**config.mk**
```make
export PLATFORM = sky130hd
export DESIGN_NAME = btn_debounce
export DESIGN_NICKNAME = d
export VERILOG_FILES = /design/src/rtl/btn_debounce_pkg.sv /design/src/rtl/btn_debounce_cell.sv /design/src/rtl/btn_debounce.sv
export SDC_FILE = /design/constraint.sdc
export NUM_CORES = 1
export LEC_CHECK = 0
export ABC_AREA = 1
export ABC_CLOCK_PERIOD_IN_PS = 2000
export BUFFER_PORTS_ARGS = -buffer_cell sky130_fd_sc_hd__buf_4
export CELL_PAD_IN_SITES_DETAIL_PLACEMENT = 2
export CELL_PAD_IN_SITES_GLOBAL_PLACEMENT = 2
export CORE_MARGIN = 2
export CORE_UTILIZATION = 36
export CTS_BUF_LIST = sky130_fd_sc_hd__clkbuf_2
export DETAILED_ROUTE_END_ITERATION = 10
export PLACE_DENSITY_LB_ADDON = 0.1
export REMOVE_ABC_BUFFERS = 1
export SLEW_MARGIN = 10
export SYNTH_ARGS = -nofsm -noshare
export SYNTH_HDL_FRONTEND = slang
export SYNTH_SLANG_ARGS = --single-unit
export TNS_END_PERCENT = 10
```
**constraint.sdc**
```tcl
create_clock -name clk -period 2 [get_ports clk]
set_input_delay 0.4 -clock clk [delete_from_list [all_inputs] [get_ports clk]]
set_output_delay 0.4 -clock clk [all_outputs]
set_load 0.01 [all_outputs]
```
**src/rtl/btn_debounce_pkg.sv**
```systemverilog
// Shared types for the push-button debouncer: channel FSM states and counter sizing.
// Build option BTN_DEBOUNCE_SYNC_EN adds a 2-flop input synchroniser per channel.
package debounce_pkg;

    typedef enum logic [1:0] {
        ST_LO   = 2'd0,
        WAIT_HI = 2'd1,
        ST_HI   = 2'd2,
        WAIT_LO = 2'd3
    } db_state_t;

    function automatic int cnt_width(input int n);
        return ($clog2(n) < 1) ? 1 : $clog2(n);
    endfunction

endpackage

```
**src/rtl/btn_debounce_cell.sv**
```systemverilog
// One debouncer channel: optional synchroniser, qualification FSM, stability counter.
// BTN_DEBOUNCE_SYNC_EN selects the 2-flop synchroniser; otherwise btn_raw is used directly.
module debounce_cell
    import debounce_pkg::*;
#(
    parameter int STABLE_CYCLES = 100000
) (
    input  logic clk,
    input  logic rst,
    input  logic btn_raw,
    output logic db_out,
    output logic busy
);

    localparam int              CW       = cnt_width(STABLE_CYCLES);
    localparam logic [CW-1:0]   CNT_LAST = CW'(STABLE_CYCLES - 1);
    localparam logic [CW-1:0]   CNT_ONE  = CW'(1);

    logic s;

`ifdef BTN_DEBOUNCE_SYNC_EN
    logic [1:0] sync_reg;

    always_ff @(posedge clk) begin
        if (!rst) begin
            sync_reg <= 2'b00;
        end else begin
            sync_reg <= {sync_reg[0], btn_raw};
        end
    end

    assign s = sync_reg[1];
`else
    assign s = btn_raw;
`endif

    db_state_t       state_reg;
    logic [CW-1:0]   cnt_reg;
    logic            db_out_reg;
    logic            busy_reg;

    // busy_reg tracks the state being entered, so it is high exactly in WAIT_HI/WAIT_LO.
    always_ff @(posedge clk) begin
        if (!rst) begin
            state_reg  <= ST_LO;
            cnt_reg    <= '0;
            db_out_reg <= 1'b0;
            busy_reg   <= 1'b0;
        end else begin
            case (state_reg)
                ST_LO: begin
                    if (s) begin
                        state_reg <= WAIT_HI;
                        cnt_reg   <= CNT_ONE;
                        busy_reg  <= 1'b1;
                    end else begin
                        cnt_reg   <= '0;
                        busy_reg  <= 1'b0;
                    end
                end
                WAIT_HI: begin
                    if (!s) begin
                        state_reg <= ST_LO;
                        cnt_reg   <= '0;
                        busy_reg  <= 1'b0;
                    end else if (cnt_reg == CNT_LAST) begin
                        state_reg  <= ST_HI;
                        db_out_reg <= 1'b1;
                        cnt_reg    <= '0;
                        busy_reg   <= 1'b0;
                    end else begin
                        cnt_reg <= cnt_reg + CNT_ONE;
                    end
                end
                ST_HI: begin
                    if (!s) begin
                        state_reg <= WAIT_LO;
                        cnt_reg   <= CNT_ONE;
                        busy_reg  <= 1'b1;
                    end else begin
                        cnt_reg   <= '0;
                        busy_reg  <= 1'b0;
                    end
                end
                WAIT_LO: begin
                    if (s) begin
                        state_reg <= ST_HI;
                        cnt_reg   <= '0;
                        busy_reg  <= 1'b0;
                    end else if (cnt_reg == CNT_LAST) begin
                        state_reg  <= ST_LO;
                        db_out_reg <= 1'b0;
                        cnt_reg    <= '0;
                        busy_reg   <= 1'b0;
                    end else begin
                        cnt_reg <= cnt_reg + CNT_ONE;
                    end
                end
                default: begin
                    state_reg  <= ST_LO;
                    cnt_reg    <= '0;
                    db_out_reg <= 1'b0;
                    busy_reg   <= 1'b0;
                end
            endcase
        end
    end

    assign db_out = db_out_reg;
    assign busy   = busy_reg;

endmodule

```
**src/rtl/btn_debounce.sv**
```systemverilog
// Multi-channel push-button debouncer; one independent debounce_cell per channel.
// BTN_DEBOUNCE_SYNC_EN enables per-channel input synchronisers.
module btn_debounce
    import debounce_pkg::*;
#(
    parameter int WIDTH         = 1,
    parameter int STABLE_CYCLES = 100000
) (
    input  logic             clk,
    input  logic             rst,
    input  logic [WIDTH-1:0] btn_raw,
    output logic [WIDTH-1:0] db_out,
    output logic [WIDTH-1:0] busy
);

    generate
        for (genvar gi = 0; gi < WIDTH; gi++) begin : g_ch
            debounce_cell #(
                .STABLE_CYCLES(STABLE_CYCLES)
            ) u_cell (
                .clk    (clk),
                .rst    (rst),
                .btn_raw(btn_raw[gi]),
                .db_out (db_out[gi]),
                .busy   (busy[gi])
            );
        end
    endgenerate

endmodule
```
== Word level (Yosys, flattened, before mapping) ==
Index checks and enable logic that the tools add are counted.

* Register bits: 21
* Output and inout bits: 2
* Logic and storage cells: 45

* Add/sub/neg operators: 1
* Equal/unequal tests: 12
* Mux-type cells: 24
* Reduce and logical (&&, ||, !) cells: 4

{| class="wikitable"
|+ Operator list
! cell !! number
|-
| $pmux 17 s4 || 1
|-
| $mux 17 || 3
|-
| $add 17x1->17 const B || 1
|-
| $eq 17x17->1 const B || 1
|-
| $mux 2 || 6
|-
| $mux 1 || 11
|-
| $ne 2x2->1 const B || 4
|-
| $pmux 2 s4 || 1
|-
| $ne 3x2->1 const B || 2
|-
| $reduce_and 5->1 || 1
|-
| $eq 2x2->1 const B || 2
|-
| $ne 2x1->1 const B || 2
|-
| $pmux 1 s4 || 1
|-
| $reduce_and 4->1 || 1
|-
| $eq 2x1->1 const B || 1
|-
| $logic_not 2->1 || 1
|-
| $pmux 1 s2 || 1
|-
| $reduce_bool 2->1 || 1
|}

== Longest topological paths before layout ==
* Word-level depth: 4
* Mapped depth: 10

== Worst setup path after synthesis ==
Ideal clock, no wire load.

* Kind: reg-to-reg
* Start: register g_ch[0].u_cell.cnt_reg[0]
* End: register g_ch[0].u_cell.cnt_reg[8]
* Arrival: 1.243 ns
* Setup slack: 0.638 ns
* Cell stages (with the launch flop): 10
* Buffers on the path: 1
* Clock period less this slack: 1.362 ns
* Cells stage by stage: dfxtp_1 ha_1 nand2_2 nor2_4 nand2_2 nor2_4 nand2_1 nand2_2 buf_8 nor3_2

* Word-level cells in the longest chain between the ends: 4
* Elaborated cells on any way between the ends: 6
* Classes of those cells: add/sub: 1; eq/ne: 1; mux: 4

{| class="wikitable"
|+ RTL lines
! element !! RTL line !! RTL
|-
| from (decl) || btn_debounce_cell.sv:38 || <nowiki>logic [CW-1:0] cnt_reg;</nowiki>
|-
| from (signal assigned) || btn_debounce_cell.sv:72 || <nowiki>cnt_reg <= cnt_reg + CNT_ONE;</nowiki>
|-
| from (signal assigned) || btn_debounce_cell.sv:96 || <nowiki>cnt_reg <= cnt_reg + CNT_ONE;</nowiki>
|-
| $add 17x1->17 / $eq 17x17->1 (equally long branches) || -- ||
|-
| $mux 17 (*) || btn_debounce_cell.sv:66, btn_debounce_cell.sv:90 ||
|-
| $mux 17 (on tied branches) || btn_debounce_cell.sv:86, btn_debounce_cell.sv:62 ||
|-
| $pmux 17 s4 (*) || btn_debounce_cell.sv:50 || <nowiki>case (state_reg)</nowiki>
|}

Every way passes the cells marked *; elsewhere a longest branch is shown, timed or not.
A chain may end at the register's enable or synchronous reset.

== Worst setup path after layout ==
* Start: register g_ch[0].u_cell.cnt_reg[0]
* End: register g_ch[0].u_cell.cnt_reg[9]

Same word-level chain as after synthesis.

==> summary.txt <==
Logic synthesis
  – Post-synthesis register bit count: 21
  – Largest cells by area after synthesis: dfxtp_1 (39%), nand2_1 (9.0%), nor2_1 (7.2%), inv_1 (5.9%), nor2_2 (4.6%)
  – Top cell type's share of synthesized area: approximately two fifths
  – Syn avg cell area: ~7.5 um^2
  – Synth Instances: 145
  – Count of different cell masters after synthesis: 23
  – Most area-hungry cell type in the Yosys netlist: dfxtp_1
  – Register area share after synthesis: approximately two fifths
  – Synthesis Warnings: 0
  – Mapped cell area: ~1100 um^2

Power and ir drop
  – Clock share of power: 30.0%
  – Total power: 637 uW
  – Worst vdd ir: between 0.0002 and 0.0003 V
  – Seq pwr share: between 60% and 70%
  – Sw frac: between 20% and 30%
  – PD cells: between 500 and 600 nW/um^2
  – Switch Pwr: ~150 uW
  – Comb pwr share: about 3.2%
  – LEAKAGE: around 0.0004 uW
  – P_int: between 400 and 500 uW

Timing
  – Max-slew violation count: 0
  – Tmin final: around 1.7 ns
  – Setup-failing EPs final: 0
  – RSZ-0062 raised after global routing: no
  – Tcrit/Tclk final: 85.0%
  – Fin Setup TNS: 0 ns
  – Final Skew: ~0.0073 ns
  – Final Hold Viols: 0
  – Worst slew pin tran: 0.472 ns
  – Max Fclk: between 500 and 600 MHz
  – Slew margin rel.: about two thirds

Floorplan
  – Die Area: 3480 um^2
  – Io pins: 5
  – # rows: 19
  – Core ar.: 2810 um^2
  – Die X: approximately 59 um
  – Die height: approximately 59 um
  – Initial core utilization: approximately two fifths

Setup path
  – Crit Path Max Fanout: 10
  – Most used cell, CP: nand2_2
  – Worst reg2reg path depth: 9
  – Critical path class: register to register
  – Setup crit end kind: register
  – CP max-delay cell: dfxtp_1
  – Max stage delay on crit path: approximately 0.40 ns
  – Data required time of the critical path: about 2.3 ns
  – CP cell instances: ha_1 -> nand2_2 -> nor2_4 -> nand2_2 -> nor2_4 -> nand2_1 -> nand2_2 -> inv_2 -> and3_1
  – Worst path arrival time: 1.95 ns
  – Worst setup SP type: register

Layout
  – P&R area growth vs syn: 6.79%
  – Diodes inserted: 0
  – Fin area: about 1200 um^2
  – Nets: 157
  – Fraction of layout cells with a size suffix above 1: 21.7%
  – Max reg flops: 17

Global routing
  – Largest net degree at the start of global routing: 12
  – Number of global-route vias before repair: between 1000 and 1500
  – First-pass GRT wire length: approximately 4.8 mm
  – Initial antenna violation count: 0
  – Overall Global Routing Usage: 18.5%
  – Total grt overflow: 0

Clock tree
  – Worst skew pair latency: roughly 0.33 ns
  – Root buf cell: clkbuf_2
  – Clock slew at reported path FFs: 0.21 ns
  – CTS tree: yes
  – Clock tree buffer depth: 2
  – Post_cts resized: 0
  – # H-tree levels: 1
  – CTS hold repair buffers: 0
  – Post-CTS setup repair buffer count: 0
  – Num CTS Buffers: 3
  – Clock Sinks: 21

Run status
  – Status: finished, final reports clean

Routing
  – Wire per inst: ~15 um
  – Average via count per standard cell: slightly above 5
  – Post-route DRC: 0
  – Routed wire length: around 2.7 mm
  – Via count: between 900 and 1000
  – Iteration-0 DRC Markers: 27
  – First-pass detailed-route iteration total: 3
  – Post-route ant nets: 0

Placement
  – Placed Area: 1140 um^2
  – Final HPWL DP: 2.18 mm
  – GP Congestion: roughly 0.8
  – Port bufs: 4

Worst hold path
  – Min-delay worst type: input port to register
  – Hold Path Depth: 3

Job
  – Max_cap viols: 0
## final cells by class
cell class              instances  area [um^2]
fillers                       341         1640
multi-input cells             101          566
flip-flops and latches         21          420
inverters                      21         78.8
well taps                      31         38.8
repair buffers                  5         37.5
clock buffers                   4         20.0
## power by group through the flow
stage / sequential [uW] / clock [uW] / combinational, uW
5_1_grt: 427 / 217 / 23.3
3_5_place_dp: 434 / 0 / 20.8
3_3_place_gp: 434 / 0 / 19.1
2_1_floorplan: 434 / 0 / 10.3
6_report: 426 / 191 / 20.2
4_1_cts: 426 / 200 / 20.9
## metrics by stage
stage / instances / hold WS (ns) / utilization, % / setup WS (ns)
global route: 183 / 0.264 / 41.4 / 0.169
global placement: 179 / 0.453 / 40.7 / 0.407
finish: 183 / 0.288 / 41.4 / 0.301
detailed placement: 179 / 0.466 / 40.7 / 0.303
floorplan: 143 / 0.440 / - / 0.475
CTS: 183 / 0.270 / 41.4 / 0.281
## critical path, delay by kind of cell, from the launching register on
family | cells | cell delay, ns
fa+ha+maj | 1 | 0.22
flops | 1 | 0.40
buf+inv | 1 | 0.10
simple gates | 7 | 0.90
## Yosys cell counts
library cell,instances
nand2_1,26
nand3_1,7
o21ai_0,2
inv_1,17
nor2_1,21
nand2_2,3
nor2_2,8
nand4_1,4
nor3_1,5
nor3_2,5
nand3_4,1
ha_1,1
a21oi_1,4
dfxtp_1,21
xor2_1,5
a41oi_1,1
nor2_4,3
and3_1,1
xnor2_1,2
buf_4,1
buf_8,1
nor3b_1,2
inv_2,4
## cell usage in the layout, fill, tap and decap left out, types with 5 or more instances in the layout
cell      n
buf_4     5
dfxtp_1  21
inv_1    17
nand2_1  26
nand3_1   7
nor2_1   21
nor2_2    8
nor3_1    5
nor3_2    5
xor2_1    5
## kinds of logic (layout without fill, tap and decap cells)
family          count (synthesis)  in the layout  share of synthesized area [%]
flops                          21             21                           38.7
xor+xnor                        7              7                           5.64
compound gates                  7              7                           3.57
simple gates                   86             86                           41.7
buf+inv                        23             30                           9.32
fa+ha+maj                       1              1                           1.15
## final timing paths
path,startpoint,end,slack (ns)
min reg2reg,g_ch[0].u_cell.cnt_reg[0]$_SDFF_PN0_,g_ch[0].u_cell.cnt_reg[0]$_SDFF_PN0_,0.49
max reg2reg,g_ch[0].u_cell.cnt_reg[0]$_SDFF_PN0_,g_ch[0].u_cell.cnt_reg[9]$_SDFF_PN0_,0.30
max,g_ch[0].u_cell.cnt_reg[0]$_SDFF_PN0_,g_ch[0].u_cell.cnt_reg[9]$_SDFF_PN0_,0.30
min,rst,register,0.29
## metal layers
metal	part of all wire, %	routed length [um]	GRT usage [%]
met1	42	1140	21.1
met2	55	1470	35.4
met3	1.6	44	1.98
met4	1.2	31	5.84
met5	0	0	0
Note: power is estimated with default switching activity, not from simulation.
